===== config.mk =====
export PLATFORM = sky130hd
export DESIGN_NAME = rvvi_ack_rx_flat
export DESIGN_NICKNAME = d
export VERILOG_FILES = /design/src/rtl/rvvi_pkg.sv /design/src/rtl/rvvi_ack_rx_if.sv /design/src/rtl/rvvi_ack_stallctl.sv /design/src/rtl/rvvi_ack_rx.sv /design/src/flat_wrapper.sv
export SDC_FILE = /design/constraint.sdc
export NUM_CORES = 1
export LEC_CHECK = 0
export BUFFER_PORTS_ARGS = -buffer_cell sky130_fd_sc_hd__buf_2
export CORE_ASPECT_RATIO = 0.7
export CORE_MARGIN = 2
export CORE_UTILIZATION = 35
export CTS_CLUSTER_SIZE = 14
export DETAILED_ROUTE_END_ITERATION = 7
export MAX_ROUTING_LAYER = met4
export SETUP_SLACK_MARGIN = 0.02
export SYNTH_ARGS = -nofsm -noshare
export SYNTH_HDL_FRONTEND = slang
export SYNTH_SLANG_ARGS = --single-unit

===== constraint.sdc =====
create_clock -name clk -period 4.35 [get_ports clk]
set_input_delay 0.435 -clock clk [delete_from_list [all_inputs] [get_ports clk]]
set_output_delay 0.435 -clock clk [all_outputs]
set_load 0.03 [all_outputs]

===== src/rtl/rvvi_pkg.sv =====
// ----------------------------------------------------------------------------
// rvvi_pkg
// Shared definitions for the RVVI acknowledge receiver:
//   - ack_state_e      : frame parser states
//   - ACK_FRAME_WORDS  : number of 32-bit words in an acknowledge frame
//   - word/bit offsets for the EtherType, Minstret and HostLoad fields
//   - helpers that assemble Minstret/HostLoad from their word slices
// ----------------------------------------------------------------------------
package rvvi_pkg;

    typedef enum logic [1:0] {
        ST_IDLE   = 2'd0,
        ST_RECV   = 2'd1,
        ST_DRAIN  = 2'd2,
        ST_COMMIT = 2'd3
    } ack_state_e;

    localparam int ACK_FRAME_WORDS = 7;
    localparam logic [2:0] LAST_WORD_IDX = 3'(ACK_FRAME_WORDS - 1);

    // EtherType lives in the low half of word 3
    localparam int ETYPE_WORD = 3;
    localparam int ETYPE_MSB  = 15;
    localparam int ETYPE_LSB  = 0;

    // Minstret straddles words 3..5: {W5[15:0], W4, W3[31:16]}
    localparam int MINSTRET_LO_WORD  = 3;
    localparam int MINSTRET_MID_WORD = 4;
    localparam int MINSTRET_HI_WORD  = 5;

    // HostLoad straddles words 5..6: {W6[15:0], W5[31:16]}
    localparam int LOAD_LO_WORD = 5;
    localparam int LOAD_HI_WORD = 6;

    function automatic logic [63:0] ack_minstret_field(input logic [15:0] hi,
                                                       input logic [31:0] mid,
                                                       input logic [15:0] lo);
        return {hi, mid, lo};
    endfunction

    function automatic logic [31:0] ack_load_field(input logic [15:0] hi,
                                                   input logic [15:0] lo);
        return {hi, lo};
    endfunction

endpackage


===== src/rtl/rvvi_ack_rx_if.sv =====
// ----------------------------------------------------------------------------
// rvvi_ack_rx_if
// 32-bit AXI-stream receive channel from the MAC receive FIFO.
//   RxTdata  : beat data, byte 0 in [7:0]
//   RxTkeep  : byte enables (not used by the receiver)
//   RxTvalid : beat valid
//   RxTlast  : last beat of the frame
//   RxTready : sink ready
// Modports: master (MAC FIFO side), slave (acknowledge receiver side).
// ----------------------------------------------------------------------------
interface rvvi_ack_rx_if;
    logic [31:0] RxTdata;
    logic [3:0]  RxTkeep;
    logic        RxTvalid;
    logic        RxTlast;
    logic        RxTready;

    modport master (
        output RxTdata,
        output RxTkeep,
        output RxTvalid,
        output RxTlast,
        input  RxTready
    );

    modport slave (
        input  RxTdata,
        input  RxTkeep,
        input  RxTvalid,
        input  RxTlast,
        output RxTready
    );
endinterface


===== src/rtl/rvvi_ack_stallctl.sv =====
// ----------------------------------------------------------------------------
// rvvi_ack_stallctl
// Throttle decision for the RVVI transmitter.
//   sent_minstret  (in)  : Minstret of the latest frame sent by acev
//   ack_minstret   (in)  : Minstret last acknowledged by the host
//   host_load      (in)  : last host load report
//   ack_valid      (in)  : accepted-frame pulse
//   external_stall (out) : registered stall request
//   ack_timeout    (out) : sticky timeout flag
//   resync         (out) : one-cycle request to reload ack state from sent
// Optional macro RVVI_ACK_TIMEOUT_EN enables the stall timeout/resync;
// without it ack_timeout is 0 and a stall holds until the host catches up.
// ----------------------------------------------------------------------------
module rvvi_ack_stallctl #(
    parameter logic [63:0] MAX_OUTSTANDING = 64'd64,
    parameter logic [31:0] LOAD_THRESHOLD  = 32'hC000_0000,
    parameter logic [31:0] ACK_TIMEOUT     = 32'd100000
) (
    input  logic        clk,
    input  logic        reset,
    input  logic [63:0] sent_minstret,
    input  logic [63:0] ack_minstret,
    input  logic [31:0] host_load,
    input  logic        ack_valid,
    output logic        external_stall,
    output logic        ack_timeout,
    output logic        resync
);

    logic [63:0] outstanding_s;
    logic        stall_nxt_s;
    logic        stall_r;

    // Modulo subtraction keeps the distance correct across Minstret wrap
    assign outstanding_s = sent_minstret - ack_minstret;
    assign stall_nxt_s   = (outstanding_s >= MAX_OUTSTANDING) | (host_load > LOAD_THRESHOLD);

    // Stall request register
    always_ff @(posedge clk) begin
        if (reset) begin
            stall_r <= 1'b0;
        end else begin
            stall_r <= stall_nxt_s;
        end
    end

    assign external_stall = stall_r;

`ifdef RVVI_ACK_TIMEOUT_EN
    logic [31:0] timer_r;
    logic        timeout_r;
    logic        hit_s;

    // timer_r counts stall cycles already elapsed, so the current cycle is
    // the ACK_TIMEOUT-th one when timer_r == ACK_TIMEOUT-1
    assign hit_s = stall_r & ~ack_valid & (timer_r == (ACK_TIMEOUT - 32'd1));

    // Stall duration counter and sticky timeout flag
    always_ff @(posedge clk) begin
        if (reset) begin
            timer_r   <= 32'd0;
            timeout_r <= 1'b0;
        end else if (ack_valid || !stall_r) begin
            timer_r   <= 32'd0;
        end else if (hit_s) begin
            timer_r   <= 32'd0;
            timeout_r <= 1'b1;
        end else begin
            timer_r   <= timer_r + 32'd1;
        end
    end

    assign ack_timeout = timeout_r;
    assign resync      = hit_s;
`else
    logic unused_s;
    assign unused_s    = ack_valid ^ (^ACK_TIMEOUT);
    assign ack_timeout = 1'b0;
    assign resync      = 1'b0;
`endif

endmodule


===== src/rtl/rvvi_ack_rx.sv =====
// ----------------------------------------------------------------------------
// rvvi_ack_rx
// Parses 7-word host acknowledge frames from the MAC AXI-stream receive port,
// extracts the acknowledged Minstret and host load, and drives ExternalStall.
// Ports:
//   clk, reset     : clock, synchronous active-high reset
//   rx             : AXI-stream receive channel (slave modport, always ready)
//   SentMinstret   : Minstret of the latest frame sent by acev
//   AckMinstret    : last acknowledged Minstret
//   HostLoad       : last reported host load
//   AckValid       : one-cycle pulse per accepted frame
//   ExternalStall  : stall request to the core/acev
//   GoodFrameCount : accepted frames (wraps)
//   BadFrameCount  : rejected frames (wraps)
//   AckTimeout     : sticky stall-timeout flag
// Optional macro RVVI_ACK_TIMEOUT_EN enables the stall timeout/resync.
// ----------------------------------------------------------------------------
module rvvi_ack_rx
    import rvvi_pkg::*;
#(
    parameter logic [15:0] ETHER_TYPE      = 16'h88B5,
    parameter logic [63:0] MAX_OUTSTANDING = 64'd64,
    parameter logic [31:0] LOAD_THRESHOLD  = 32'hC000_0000,
    parameter logic [31:0] ACK_TIMEOUT     = 32'd100000
) (
    input  logic                clk,
    input  logic                reset,
    rvvi_ack_rx_if.slave        rx,
    input  logic [63:0]         SentMinstret,
    output logic [63:0]         AckMinstret,
    output logic [31:0]         HostLoad,
    output logic                AckValid,
    output logic                ExternalStall,
    output logic [15:0]         GoodFrameCount,
    output logic [15:0]         BadFrameCount,
    output logic                AckTimeout
);

    ack_state_e  state_r, state_nxt_s;
    logic [2:0]  cnt_r, cnt_nxt_s;
    logic [31:0] w_r [ACK_FRAME_WORDS];
    logic        cap_en_s;
    logic [2:0]  cap_idx_s;
    logic        bad_frame_s;   // short/overlong frame or 1-beat frame
    logic        commit_s;
    logic        etype_ok_s;
    logic        good_s;
    logic        bad_etype_s;
    logic [1:0]  bad_inc_s;
    logic        resync_s;
    logic        unused_s;

    assign rx.RxTready = 1'b1;

    // Address words, the top of W6 and the keep bits carry nothing we use
    assign unused_s = ^{w_r[0], w_r[1], w_r[2], w_r[LOAD_HI_WORD][31:16], rx.RxTkeep};

    // Parser state register
    always_ff @(posedge clk) begin
        if (reset) begin
            state_r <= ST_IDLE;
            cnt_r   <= 3'd0;
        end else begin
            state_r <= state_nxt_s;
            cnt_r   <= cnt_nxt_s;
        end
    end

    // Parser next-state and beat capture control
    always_comb begin
        state_nxt_s = state_r;
        cnt_nxt_s   = cnt_r;
        cap_en_s    = 1'b0;
        cap_idx_s   = 3'd0;
        bad_frame_s = 1'b0;
        commit_s    = 1'b0;
        case (state_r)
            ST_IDLE, ST_COMMIT: begin
                commit_s = (state_r == ST_COMMIT);
                // A beat during COMMIT already belongs to the next frame
                if (rx.RxTvalid) begin
                    cap_en_s  = 1'b1;
                    cap_idx_s = 3'd0;
                    cnt_nxt_s = 3'd1;
                    if (rx.RxTlast) begin
                        bad_frame_s = 1'b1;
                        state_nxt_s = ST_IDLE;
                    end else begin
                        state_nxt_s = ST_RECV;
                    end
                end else begin
                    state_nxt_s = ST_IDLE;
                end
            end
            ST_RECV: begin
                if (rx.RxTvalid) begin
                    cap_en_s  = 1'b1;
                    cap_idx_s = cnt_r;
                    if (cnt_r == LAST_WORD_IDX) begin
                        state_nxt_s = rx.RxTlast ? ST_COMMIT : ST_DRAIN;
                    end else if (rx.RxTlast) begin
                        bad_frame_s = 1'b1;
                        state_nxt_s = ST_IDLE;
                    end else begin
                        cnt_nxt_s = cnt_r + 3'd1;
                    end
                end else begin
                    state_nxt_s = ST_RECV;
                end
            end
            ST_DRAIN: begin
                if (rx.RxTvalid && rx.RxTlast) begin
                    bad_frame_s = 1'b1;
                    state_nxt_s = ST_IDLE;
                end else begin
                    state_nxt_s = ST_DRAIN;
                end
            end
            default: begin
                state_nxt_s = ST_IDLE;
            end
        endcase
    end

    // Frame word capture
    always_ff @(posedge clk) begin
        if (reset) begin
            for (int i = 0; i < ACK_FRAME_WORDS; i++) begin
                w_r[i] <= 32'd0;
            end
        end else if (cap_en_s) begin
            for (int i = 0; i < ACK_FRAME_WORDS; i++) begin
                if (cap_idx_s == 3'(i)) begin
                    w_r[i] <= rx.RxTdata;
                end
            end
        end
    end

    assign etype_ok_s  = (w_r[ETYPE_WORD][ETYPE_MSB:ETYPE_LSB] == ETHER_TYPE);
    assign good_s      = commit_s & etype_ok_s;
    assign bad_etype_s = commit_s & ~etype_ok_s;
    // An EtherType reject and a 1-beat frame can land in the same cycle
    assign bad_inc_s   = {1'b0, bad_frame_s} + {1'b0, bad_etype_s};

    // Acknowledge fields, pulse and frame counters
    always_ff @(posedge clk) begin
        if (reset) begin
            AckMinstret    <= 64'd0;
            HostLoad       <= 32'd0;
            AckValid       <= 1'b0;
            GoodFrameCount <= 16'd0;
            BadFrameCount  <= 16'd0;
        end else begin
            AckValid      <= good_s;
            BadFrameCount <= BadFrameCount + {14'd0, bad_inc_s};
            if (good_s) begin
                AckMinstret    <= ack_minstret_field(w_r[MINSTRET_HI_WORD][15:0],
                                                     w_r[MINSTRET_MID_WORD],
                                                     w_r[MINSTRET_LO_WORD][31:16]);
                HostLoad       <= ack_load_field(w_r[LOAD_HI_WORD][15:0],
                                                 w_r[LOAD_LO_WORD][31:16]);
                GoodFrameCount <= GoodFrameCount + 16'd1;
            end else if (resync_s) begin
                // Give up waiting on the host: treat everything sent as acked
                AckMinstret <= SentMinstret;
                HostLoad    <= 32'd0;
            end
        end
    end

    rvvi_ack_stallctl #(
        .MAX_OUTSTANDING (MAX_OUTSTANDING),
        .LOAD_THRESHOLD  (LOAD_THRESHOLD),
        .ACK_TIMEOUT     (ACK_TIMEOUT)
    ) u_stallctl (
        .clk            (clk),
        .reset          (reset),
        .sent_minstret  (SentMinstret),
        .ack_minstret   (AckMinstret),
        .host_load      (HostLoad),
        .ack_valid      (AckValid),
        .external_stall (ExternalStall),
        .ack_timeout    (AckTimeout),
        .resync         (resync_s)
    );

endmodule


===== src/flat_wrapper.sv =====
// flat-port wrapper written by rule: the top's interface ports become plain ports
module rvvi_ack_rx_flat import rvvi_pkg::*;
#(
    parameter logic [15:0] ETHER_TYPE      = 16'h88B5,
    parameter logic [63:0] MAX_OUTSTANDING = 64'd64,
    parameter logic [31:0] LOAD_THRESHOLD  = 32'hC000_0000,
    parameter logic [31:0] ACK_TIMEOUT     = 32'd100000
)
  (clk, reset, SentMinstret, AckMinstret, HostLoad, AckValid, ExternalStall, GoodFrameCount, BadFrameCount, AckTimeout, rx_RxTdata, rx_RxTkeep, rx_RxTvalid, rx_RxTlast, rx_RxTready);
  rvvi_ack_rx_if rx_i ();
  input  logic clk;
  input  logic reset;
  input  logic [63:0] SentMinstret;
  output logic [63:0] AckMinstret;
  output logic [31:0] HostLoad;
  output logic AckValid;
  output logic ExternalStall;
  output logic [15:0] GoodFrameCount;
  output logic [15:0] BadFrameCount;
  output logic AckTimeout;
  input wire logic [$bits(rx_i.RxTdata)-1:0] rx_RxTdata;
  input wire logic [$bits(rx_i.RxTkeep)-1:0] rx_RxTkeep;
  input wire logic [$bits(rx_i.RxTvalid)-1:0] rx_RxTvalid;
  input wire logic [$bits(rx_i.RxTlast)-1:0] rx_RxTlast;
  output wire logic [$bits(rx_i.RxTready)-1:0] rx_RxTready;
  assign rx_i.RxTdata = rx_RxTdata;
  assign rx_i.RxTkeep = rx_RxTkeep;
  assign rx_i.RxTvalid = rx_RxTvalid;
  assign rx_i.RxTlast = rx_RxTlast;
  assign rx_RxTready = rx_i.RxTready;
  rvvi_ack_rx #(.ETHER_TYPE(ETHER_TYPE), .MAX_OUTSTANDING(MAX_OUTSTANDING), .LOAD_THRESHOLD(LOAD_THRESHOLD), .ACK_TIMEOUT(ACK_TIMEOUT)) u_core (.clk(clk), .reset(reset), .rx(rx_i), .SentMinstret(SentMinstret), .AckMinstret(AckMinstret), .HostLoad(HostLoad), .AckValid(AckValid), .ExternalStall(ExternalStall), .GoodFrameCount(GoodFrameCount), .BadFrameCount(BadFrameCount), .AckTimeout(AckTimeout));
endmodule

; Word-level counts from Yosys, hierarchy flattened
; Memories as Yosys holds them, arrays and structs flattened. A register that Yosys moved wholly into a read port is not among the register bits.
; Index checks and enable logic that the tools add are counted.
[totals]
wordCells = 110
register_bits = 103
out_inout_bits = 132
mem_count = 1
input_bits = 104
ram_bits = 224
[memory_table]
columns = name, depth, word_bits, rd, rd_clocked_by_memory_dff, write_ports, line_no
row1 = u_core.w_r, 7, 32, 4, 3, 7, rvvi_ack_rx.sv:41  ; logic [31:0] w_r [ACK_FRAME_WORDS];
[classes]
n_eq_ne = 16
n_addsub = 5
bitwise = 11
n_reduce_logical = 7
muxes = 61
magnitude_cmp = 2
[ops]
columns = op, n
row1 = 2-to-1 mux 32 bit, 7
row2 = ">= comparator 64 x 7 -> 1 bit, second input constant", 1
row3 = subtractor 64 bit, 1
row4 = 2-to-1 mux 1 bit, 41
row5 = "greater-than comparator 32 bit, second input constant", 1
row6 = 2-to-1 mux 3 bit, 6
row7 = "adder 16 x 1 -> 16 bit, second input constant", 1
row8 = adder 16 x 2 -> 16 bit, 1
row9 = "equality test 16 bit, second input constant", 1
row10 = "equality test 3 bit, second input constant", 4
row11 = 2-to-1 mux 2 bit, 4
row12 = "inequality test 2 bit, second input constant", 4
row13 = bitwise OR 1 bit, 8
row14 = "equality test 3 x 2 -> 1 bit, second input constant", 2
row15 = case mux 2 bit (3 select lines), 1
row16 = case mux 3 bit (2 select lines), 1
row17 = AND reduction 5 bit, 1
row18 = "equality test 2 bit, second input constant", 2
row19 = "inequality test 4 x 3 -> 1 bit, second input constant", 1
row20 = "adder 3 x 1 -> 3 bit, second input constant", 1
row21 = "equality test 3 x 1 -> 1 bit, second input constant", 1
row22 = zero test 3 bit, 1
row23 = case mux 1 bit (3 select lines), 1
row24 = OR reduction 3 bit, 1
row25 = 8 further kinds, 9

; Depth between registers and ports, before layout
; Gate-level depths: netlist of run 1.
[depth]
word_depth = 8
mapped_depth = 14
ltp_nobuf = 14

; Modules after synthesis
; From an unflattened synthesis of run 1, not the netlist that was laid out.
[hier_totals]
hier_cells = 1783
hier_area_um2 = 15562.4
[by_module_without_submodules]
columns = module, cells_per_inst, instances, seq_area_each_um2, area_each_um2
row1 = rvvi_ack_rx, 973, 1, 6045.8, 10531.4
row2 = rvvi_ack_stallctl, 810, 1, 20.0, 5031.1

; Worst setup path before layout of run 1
; No wires, ideal clock.
[synth_timing]
path_type = register to register
start = register u_core.AckMinstret[18] (read register of u_core.w_r)
end = register u_core.u_stallctl.stall_r, in the netlist u_core.u_stallctl.external_stall
setup_ns = 0.139
required_ns = 4.211
period_less_slack_ns = 3.336
path_buffers = 1
path_stages_with_launch = 15
arrival_ns = 3.197
path_slack_ns = 1.014
path_cell_list = dfxtp_1 -> inv_1 -> ha_1 -> buf_6 -> a21oi_2 -> o21ai_0 -> or3_1 -> a211o_1 -> a21o_4 -> a41o_4 -> a41oi_2 -> o21ai_0 -> mux2i_1 -> nor4b_2 -> a41oi_1
[synth_via]
elab_chain_cells = 3
[synth_rtl]
columns = element, line_no
row1 = from (decl), rvvi_ack_rx.sv:30  ; output logic [63:0] AckMinstret,
row2 = subtractor 64 bit, rvvi_ack_stallctl.sv:35  ; assign outstanding_s = sent_minstret - ack_minstret;
row3 = >= comparator 64 x 7 -> 1 bit, rvvi_ack_stallctl.sv:36  ; assign stall_nxt_s = (outstanding_s >= MAX_OUTSTANDING) | (host_load > LOAD_THRESHOLD);
row4 = bitwise OR 1 bit, rvvi_ack_stallctl.sv:36
row5 = to (signal assigned), rvvi_ack_stallctl.sv:43  ; stall_r <= stall_nxt_s;
row6 = to (decl), rvvi_ack_stallctl.sv:32  ; logic stall_r;
; Every way passes these cells.
; A chain may end at the register's enable or synchronous reset.

; Worst setup path after layout of run 1
[layout_timing]
start = register u_core.AckMinstret[47] (read register of u_core.w_r)
end = register u_core.u_stallctl.stall_r, in the netlist u_core.u_stallctl.external_stall
; The elaborated chain is that of the path after synthesis.

==> flow_metrics.tcl, run 1 <==
set metrics [dict create \
    cts_max_level 1 \
    core_um2 39610 \
    gp_congestion 1.029 \
    power.density_nw_per_um2 323.2 \
    stdcell_count 2416 \
    power_leakage_nw 6.529 \
    fmax_mhz 247.9 \
    vdd_drop_max_uv 254.0 \
    yosysWarnings 0 \
    vias 12890 \
    cts-root-buf "clkbuf_16" \
    clock_path_buffers 3 \
    synth.distinct_cells 84 \
    num_rows 61 \
    io_buffers 229 \
    synth_area_um2 14050 \
    drive_gt1_share_pct 17.71 \
    cts_resized 0 \
    drtAntennaViolNets 0 \
    worst_slew_pin_slew_ps 1155 \
    gr-total-overflow 0 \
    reg2reg_slack_ps 320 \
    synth_edf_count 112 \
    grt_max_degree 99 \
    fin_crit_ps 4034 \
    grt_pass1_wl_um 73230 \
    finalSetupViolCount 0 \
    status "completed" \
    syn_to_final_growth_pct 17.99 \
    fin_crit_sh_pct 92.73 \
    slew_violations 0 \
    die_w_um 243.5 \
    postSynthRegisterBits 247 \
    ys_dominant_reg_cell "dfxtp_1" \
    clk_pin_slew_ps 70 \
    tritoncts "done" \
    drt_wl_total_um 50260 \
    routed_via_density 5.333 \
    die_h_um 171.6 \
    post-cts-setup-buffers 0 \
    cts_hold_buffers 0 \
    clock-sinks 247 \
    num_io_pins 236 \
    dp_slack_ps 12.24 \
    max_stage_delay_ps 490 \
    crit_top_cell "nor4_1" \
    grt_usage_pct 23.82 \
    worstPathArrival_ps 4440 \
    drc 0 \
    fin_nets 2037 \
    synth_cells 1658 \
    synth_area_per_cell_um2 8.473 \
    cp_slowest_cell "a311oi_2" \
    clk_latency_ps 550 \
    dp.final_hpwl_um 39290 \
    r2r.worst_path.cells 13 \
    crit_type "reg2reg" \
    hold_viol 0 \
    crit_chain "inv_1 -> ha_1 -> a21oi_1 -> o21bai_1 -> a311oi_2 -> nor3_1 -> nor4_1 -> nand4b_1 -> nor4_1 -> nand4_1 -> a2111o_1 -> nor4_1 -> a41oi_1" \
    start_kind "flop" \
    hold_class "in2reg" \
    start_util_pct 35.47 \
    slew_headroom_pct 22.97 \
    cts_buffers 25 \
    rsz0062_at_grt "no" \
    crit_required_ps 4750 \
    whs_path_depth 2 \
    setup_ws_ps 316.4 \
    antenna_found_initial 1 \
    skew_ps 13.43 \
    ys_async_sr_fraction_pct 0 \
    setup_tns_ps 0 \
    ys_seq_area_share_pct 43.18 \
    synth_fp_nets 1834 \
    dp_cells 2369 \
    drv_cap 0 \
    dieArea_um2 41780 \
    drtIter0Drc 1192 \
    fin_hold_ws_ps 200.0 \
    grt_pass1_vias 11850 \
    wl_per_cell_um 20.80 \
    end_kind "flop" \
    critPathMaxFanout 8 \
    drtPass1Iterations 5 \
]
[placed cells by master, fill, tap and decap left out, types with 30 or more instances in the layout]
cell type / instances
buf_4: 30
nand3_1: 33
a21oi_1: 186
nand4_1: 31
buf_2: 228
inv_1: 109
nand2_1: 286
dfxtp_1: 135
nor2_1: 141
xor2_1: 35
edfxtp_1: 112
o21ai_0: 56
ha_1: 68
and2_1: 52
[worst max-delay path: cells and delay by family (launching register included)]
kind	cells	cell delay, ps
flops	1	440
compound gates	5	1490
simple gates	6	1450
fa+ha+maj	1	410
buf+inv	1	80
[stage by stage]
stage | cell area (um^2) | utilization, % | power, W
floorplan | 14050 | - | 0.002929
global placement | 15720 | 39.69 | 0.003156
detailed placement | 15720 | 39.69 | 0.003156
CTS | 16560 | 41.81 | 0.005368
global route | 16580 | 41.85 | 0.005536
finish | 16580 | 41.85 | 0.005358
[cells in the mapped netlist, types with 5 or more instances]
cell type | instances | share of area [%]
and2_1 | 53 | 2.4
and3_1 | 13 | 0.58
nand3b_1 | 5 | 0.27
a21o_1 | 26 | 1.4
buf_4 | 6 | 0.32
a21boi_0 | 6 | 0.32
o21bai_1 | 7 | 0.37
nor2b_1 | 11 | 0.49
nor4_1 | 24 | 1.1
xor2_1 | 35 | 2.2
nand2_1 | 287 | 7.7
clkbuf_1 | 60 | 1.6
o211ai_1 | 12 | 0.64
nand4_1 | 31 | 1.4
dfxtp_1 | 135 | 19
a21oi_1 | 186 | 6.6
buf_2 | 7 | 0.25
o21ai_0 | 57 | 2.0
ha_1 | 70 | 6.2
inv_1 | 109 | 2.9
nor2_1 | 141 | 3.8
a21oi_2 | 5 | 0.31
xnor2_1 | 28 | 1.7
a211oi_1 | 9 | 0.48
nand3_1 | 33 | 1.2
nor3_1 | 21 | 0.75
and4_1 | 5 | 0.31
o31ai_1 | 6 | 0.32
o2111ai_1 | 9 | 0.56
or3_1 | 11 | 0.49
o21a_1 | 13 | 0.69
edfxtp_1 | 112 | 24
o21ai_1 | 5 | 0.18
nand2b_1 | 24 | 1.1
a31oi_1 | 17 | 0.76
[power by group]
group | internal, W | switching, W
combinational | 0.000223 | 0.000422
sequential | 0.00247 | 0.0000149
clock | 0.00128 | 0.000949
[final timing paths]
check	from	endpoint
worst max-delay path	u_core.AckMinstret[47]	u_core.u_stallctl.external_stall
worst min-delay path	rx_RxTdata[27]	u_core.w_r[4][27]
worst max register to register	u_core.AckMinstret[47]	u_core.u_stallctl.external_stall
worst min register to register	u_core.HostLoad[29]	u_core.HostLoad[29]
[cell families (layout without fill, tap and decap cells)]
family / after synthesis / after routing / share of synthesized area, %
other cells: 2 / 3 / 0.05346
flops: 247 / 247 / 43.18
compound gates: 404 / 404 / 18.07
buf+inv: 191 / 413 / 5.575
simple gates: 673 / 673 / 22.23
mux: 6 / 6 / 0.4453
fa+ha+maj: 72 / 72 / 6.519
xor+xnor: 63 / 63 / 3.928
[sequential cells by signal, summed over array words and instances (netlist names)]
| name | cells |
|---|---|
| u_core.w_r | 112 |
| u_core.AckMinstret | 64 |
| u_core.AckValid | 1 |
| u_core.GoodFrameCount | 16 |
| u_core.state_r | 2 |
| u_core.BadFrameCount | 16 |
| u_core.cnt_r | 3 |
| u_core.u_stallctl.external_stall | 1 |
| u_core.HostLoad | 32 |
[area by class of cell]
class / instances / area, um^2
diodes: 1 / 2.502
clock buffers: 34 / 715.7
clock inverters: 12 / 126.4
fillers: 4062 / 23040
inverters: 109 / 409.1
multi-input cells: 1220 / 7221
flip-flops and latches: 247 / 6066
well taps: 535 / 669.4
repair buffers: 258 / 1366
[routing by layer]
metal  vias up  part of all wire [%]  global-route usage (%)
met3        65                   8.6                   5.055
met2       482                    41                   33.27
met1      6129                    49                   34.98
met4         0                   2.0                   4.908
li1       6209                     -                       -
met5         -                     0                       -
(Power assumes the default switching activity.)
==> run 2, diff against run 1 <==
==> constraint.sdc (replaced) <==
create_clock -name clk -period 4.35 [get_ports clk]
set_input_delay 0.2175 -clock clk [delete_from_list [all_inputs] [get_ports clk]]
set_output_delay 0.2175 -clock clk [all_outputs]
set_load 0.03 [all_outputs]
==> run 2 against run 1 <==
Net effect: combinational power up 1%; maximum frequency down 1.5%; utilization up 0.28 points; flip-flop and latch count unchanged; largest cell class unchanged.
==> flow_metrics.tcl, run 2 (same netlist as run 1, synthesis figures left out) <==
set metrics [dict create \
    gr-total-overflow 0 \
    r2r-start "u_core.AckMinstret[38]" \
    start_util_pct 35.47 \
    wl_per_cell_um 20.74 \
    syn_to_final_growth_pct 18.78 \
    clk_pin_slew_ps 60 \
    status "completed" \
    use_met3_pct 4.400 \
    clk_latency_ps 550 \
    max_stage_delay_ps 550 \
    dieArea_um2 41780 \
    num-fill-cells 4036 \
    hold_class "in2reg" \
    gp_congestion 0.9970 \
    routed_via_density 5.398 \
    cp_slowest_cell "a2111oi_0" \
    mostFrequentLayoutCell "nand2_1" \
    finalSetupViolCount 0 \
    grt_pass1_vias 11780 \
    startpoint "u_core.AckMinstret[38]" \
    core_um2 39610 \
    final_cell_mix "286 x nand2_1, 228 x buf_2, 186 x a21oi_1" \
    setup_ws_ps 256.0 \
    tritoncts "done" \
    critPathMaxFanout 5 \
    clock-sinks 247 \
    drtIter0Drc 1398 \
    vdd_drop_max_uv 322.4 \
    design_area_um2 16690 \
    hold_viol 0 \
    crit_required_ps 4760 \
    rsz0062_at_grt "no" \
    busiest_layer "met1" \
    num_io_pins 236 \
    worst_slew_pin_slew_ps 1223 \
    grt_max_degree 103 \
    fmax_mhz 244.3 \
    crit_chain "inv_1 -> ha_1 -> buf_4 -> nand2_1 -> o21bai_1 -> a2111oi_0 -> buf_4 -> o2111ai_1 -> nor4_1 -> nand4_1 -> nor4_1 -> nand4_1 -> a2111o_1 -> nor4_1 -> a41oi_1" \
    slew_headroom_pct 18.45 \
    worstHoldStart "rx_RxTdata[20]" \
    power_leakage_nw 6.592 \
    vias 13150 \
    worstPathArrival_ps 4500 \
    drtAntennaViolNets 0 \
    slew_violations 0 \
    end_kind "flop" \
    grt_pass1_wl_um 73330 \
    die_h_um 171.6 \
    antenna_found_initial 2 \
    gr-usage-met1_pct 35.60 \
    cts-root-buf "clkbuf_16" \
    clock_path_buffers 3 \
    fin_nets 2056 \
    crit_type "reg2reg" \
    largest_reg_flops 112 \
    crit_top_cell "nor4_1" \
    cts_buffers 26 \
    top_regs "u_core.w_r (112), u_core.AckMinstret (64), u_core.HostLoad (32)" \
    cts_max_level 1 \
    num_rows 61 \
    fin_crit_sh_pct 94.11 \
    grt_usage_pct 23.95 \
    drtPass1Iterations 5 \
    dp_slack_ps 489.6 \
    setup_tns_ps 0 \
    drv_cap 0 \
    cts_resized 0 \
    drive_gt1_share_pct 17.84 \
    top_register "u_core.w_r" \
    fin_crit_ps 4094 \
    use_met2_pct 33.42 \
    skew_ps 16.28 \
    io_buffers 229 \
    dpl-instance-area_um2 15820 \
    drt_wl_total_um 50530 \
    die_w_um 243.5 \
    fin_hold_ws_ps 21.20 \
    power.density_nw_per_um2 314.6 \
    start_kind "flop" \
    dp.final_hpwl_um 39660 \
    drc 0 \
]
[run 2: power by group]
group / internal, W / switching, W
logic: 0.000229 / 0.000424
registers: 0.00247 / 0.0000148
clock network: 0.00116 / 0.000960
[run 2: critical path: cells and delay by family, from the launching register on]
family | cells | cell delay [ps]
compound gates | 5 | 1420
fa+ha+maj | 1 | 330
buf+inv | 3 | 470
flops | 1 | 330
simple gates | 6 | 1420
[run 2: path summary, 6_finish.rpt]
kind | to | slack [ps] | depth (start not counted)
worst max register to register | u_core.u_stallctl.external_stall | 260 | 15
worst min-delay path | u_core.w_r[5][20] | 20 | 2
worst min register to register | u_core.AckMinstret[41] | 470 | 2
worst max-delay path | u_core.u_stallctl.external_stall | 260 | 15
[run 2: stage by stage]
stage	power (W)	instances	util (%)
detailed placement	0.003164	2381	39.94
floorplan	0.002929	1658	-
CTS	0.005270	2435	42.12
finish	0.005250	2436	42.13
global placement	0.003164	2381	39.94
global route	0.005432	2436	42.13
[run 2: repair_timing]
item / in CTS / in global routing
hold endpoints to repair: 16 / 0
setup buffers: 0 / 0
endpoints found under the setup margin: 0 / 0
hold buffers: 6 / 0
[run 2: layout make-up]
| class | instances | area (um^2) | area share [%] |
|---|---|---|---|
| inverters | 109 | 409.1 | 2.452 |
| clock inverters | 11 | 90.09 | 0.5399 |
| repair buffers | 276 | 1529 | 9.162 |
| multi-input cells | 1220 | 7209 | 43.20 |
| diodes | 1 | 2.502 | 0.01500 |
| well taps | 535 | 669.4 | 4.011 |
| flip-flops and latches | 247 | 6066 | 36.35 |
| clock buffers | 37 | 711.9 | 4.266 |
[run 2: routing by layer]
layer	share of wire, %	vias to the layer above
met5	0	-
met4	2.0	0
met3	8.2	52
met2	41	495
met1	48	6362
li1	-	6241
==> run 3, diff against run 2 <==
==> constraint.sdc (replaced) <==
create_clock -name clk -period 3.9 [get_ports clk]
set_input_delay 0.195 -clock clk [delete_from_list [all_inputs] [get_ports clk]]
set_output_delay 0.195 -clock clk [all_outputs]
set_load 0.03 [all_outputs]
==> run 3 against run 2 <==
Net effect: sequential share of layout area fell by 0.80 points; combinational power grew 17%; wire length is 2.1% higher; critical path type unchanged; highest routed layer unchanged; critical endpoint unchanged.
==> flow_metrics.tcl, run 3 (same netlist as run 1, synthesis figures left out) <==
set metrics [dict create \
    top_regs "u_core.w_r (112), u_core.AckMinstret (64), u_core.HostLoad (32)" \
    start_kind "flop" \
    drv_cap 0 \
    slew_headroom_pct 21.22 \
    die_w_um 243.5 \
    post-cts-setup-buffers 0 \
    fin_crit_ps 3760 \
    startpoint "u_core.AckMinstret[1]" \
    num_rows 61 \
    gr-usage-met1_pct 35.36 \
    gr-total-overflow 0 \
    hold_class "in2reg" \
    finalSetupViolCount 0 \
    worstHoldStart "rx_RxTdata[16]" \
    busiest_layer "met1" \
    drt_wl_total_um 51620 \
    wl_per_cell_um 20.85 \
    cts_max_level 1 \
    clk_latency_ps 560 \
    cts_buffers 25 \
    io_buffers 229 \
    antenna_found_initial 2 \
    critPathMaxFanout 6 \
    core_um2 39610 \
    clock-sinks 247 \
    status "completed" \
    drive_gt1_share_pct 20.22 \
    cts-root-buf "clkbuf_16" \
    grt_max_degree 99 \
    skew_ps 28.79 \
    dieArea_um2 41780 \
    start_util_pct 35.47 \
    end_kind "flop" \
    fin_crit_sh_pct 96.42 \
    routed_via_density 5.378 \
    worstPathArrival_ps 4160 \
    crit_required_ps 4300 \
    clk_pin_slew_ps 70 \
    largest_reg_flops 112 \
    use_met3_pct 5.789 \
    num_io_pins 236 \
    vdd_drop_max_uv 294.9 \
    grt_usage_pct 24.49 \
    reg2reg_slack_ps 140 \
    hold_viol 0 \
    clock_path_buffers 3 \
    gp_congestion 0.9957 \
    drc 0 \
    final_cell_mix "286 x nand2_1, 228 x buf_2, 181 x a21oi_1" \
    vias 13320 \
    slew_violations 0 \
    fmax_mhz 265.9 \
    fin_hold_ws_ps 20.79 \
    drtPass1Iterations 6 \
    multi_input_comb_area_um2 7316 \
    regArea_um2 6066 \
    num-fill-cells 4013 \
    syn_to_final_growth_pct 21.47 \
    power.density_nw_per_um2 342.8 \
    grt_pass1_vias 12230 \
    drtAntennaViolNets 0 \
    top_register "u_core.w_r" \
    power_leakage_nw 6.796 \
    use_met2_pct 34.08 \
    mostFrequentLayoutCell "nand2_1" \
    r2r-start "u_core.AckMinstret[1]" \
    crit_type "reg2reg" \
    drtIter0Drc 1360 \
    grt_pass1_wl_um 74940 \
    dp.final_hpwl_um 40680 \
    worst_slew_pin_slew_ps 1182 \
    fin_nets 2096 \
    power_w 0.005850 \
    die_h_um 171.6 \
    tritoncts "done" \
]
-- run 3: through the flow --
stage                     setup slack, ps  std cells  util, %  cell area [um^2]  TNS, ps
final                               139.5       2476    43.08             17070        0
after global routing               -9.148       2476    43.08             17070   -9.148
after CTS                           82.61       2474    42.80             16950        0
after detailed placement            83.03       2418    40.61             16090        0
after global placement              146.9       2418    40.61             16090        0
after floorplan                     564.3       1658        -             14050        0
-- run 3: critical path, stage by stage (launching register included) --
cell and delay (ps):
dfxtp_1 400, inv_1 70, ha_1 260, nor2b_1 160, o31ai_1 450, a21oi_2 160
a211o_1 390, a21o_4 260, xor2_1 150, nor4_1 350, nand4_1 240, a2111o_1 450
nor4_2 160, a41oi_1 140
-- run 3: where the power goes --
part | switching (W) | leakage, nW | total, W | internal (W)
sequential | 0.0000163 | 2.23 | 0.00277 | 0.00275
combinational | 0.000491 | 4.18 | 0.000766 | 0.000275
clock | 0.00106 | 0.380 | 0.00232 | 0.00125
-- run 3: worst paths after layout --
path | to | cells past startpoint
max | u_core.u_stallctl.external_stall | 13
min | u_core.w_r[5][16] | 2
max reg2reg | u_core.u_stallctl.external_stall | 13
min reg2reg | u_core.HostLoad[29] | 2
-- run 3: layout make-up --
| class | count | area share [%] |
|---|---|---|
| diodes | 2 | 0.02933 |
| clock buffers | 29 | 3.754 |
| clock inverters | 17 | 0.7332 |
| inverters | 109 | 2.398 |
| multi-input cells | 1220 | 42.87 |
| flip-flops and latches | 247 | 35.55 |
| well taps | 535 | 3.923 |
| repair buffers | 317 | 10.75 |
-- run 3: routing by layer --
layer	vias to the layer above	part of all wire (%)
met5	-	0
met4	0	2.6
met3	82	8.8
met2	500	41
met1	6405	48
li1	6329	-
-- run 3: timing repair --
item	in CTS	in global routing
setup endpoints to repair	0	1
gates resized for setup	0	19
hold endpoints to repair	24	0
hold buffers	10	0
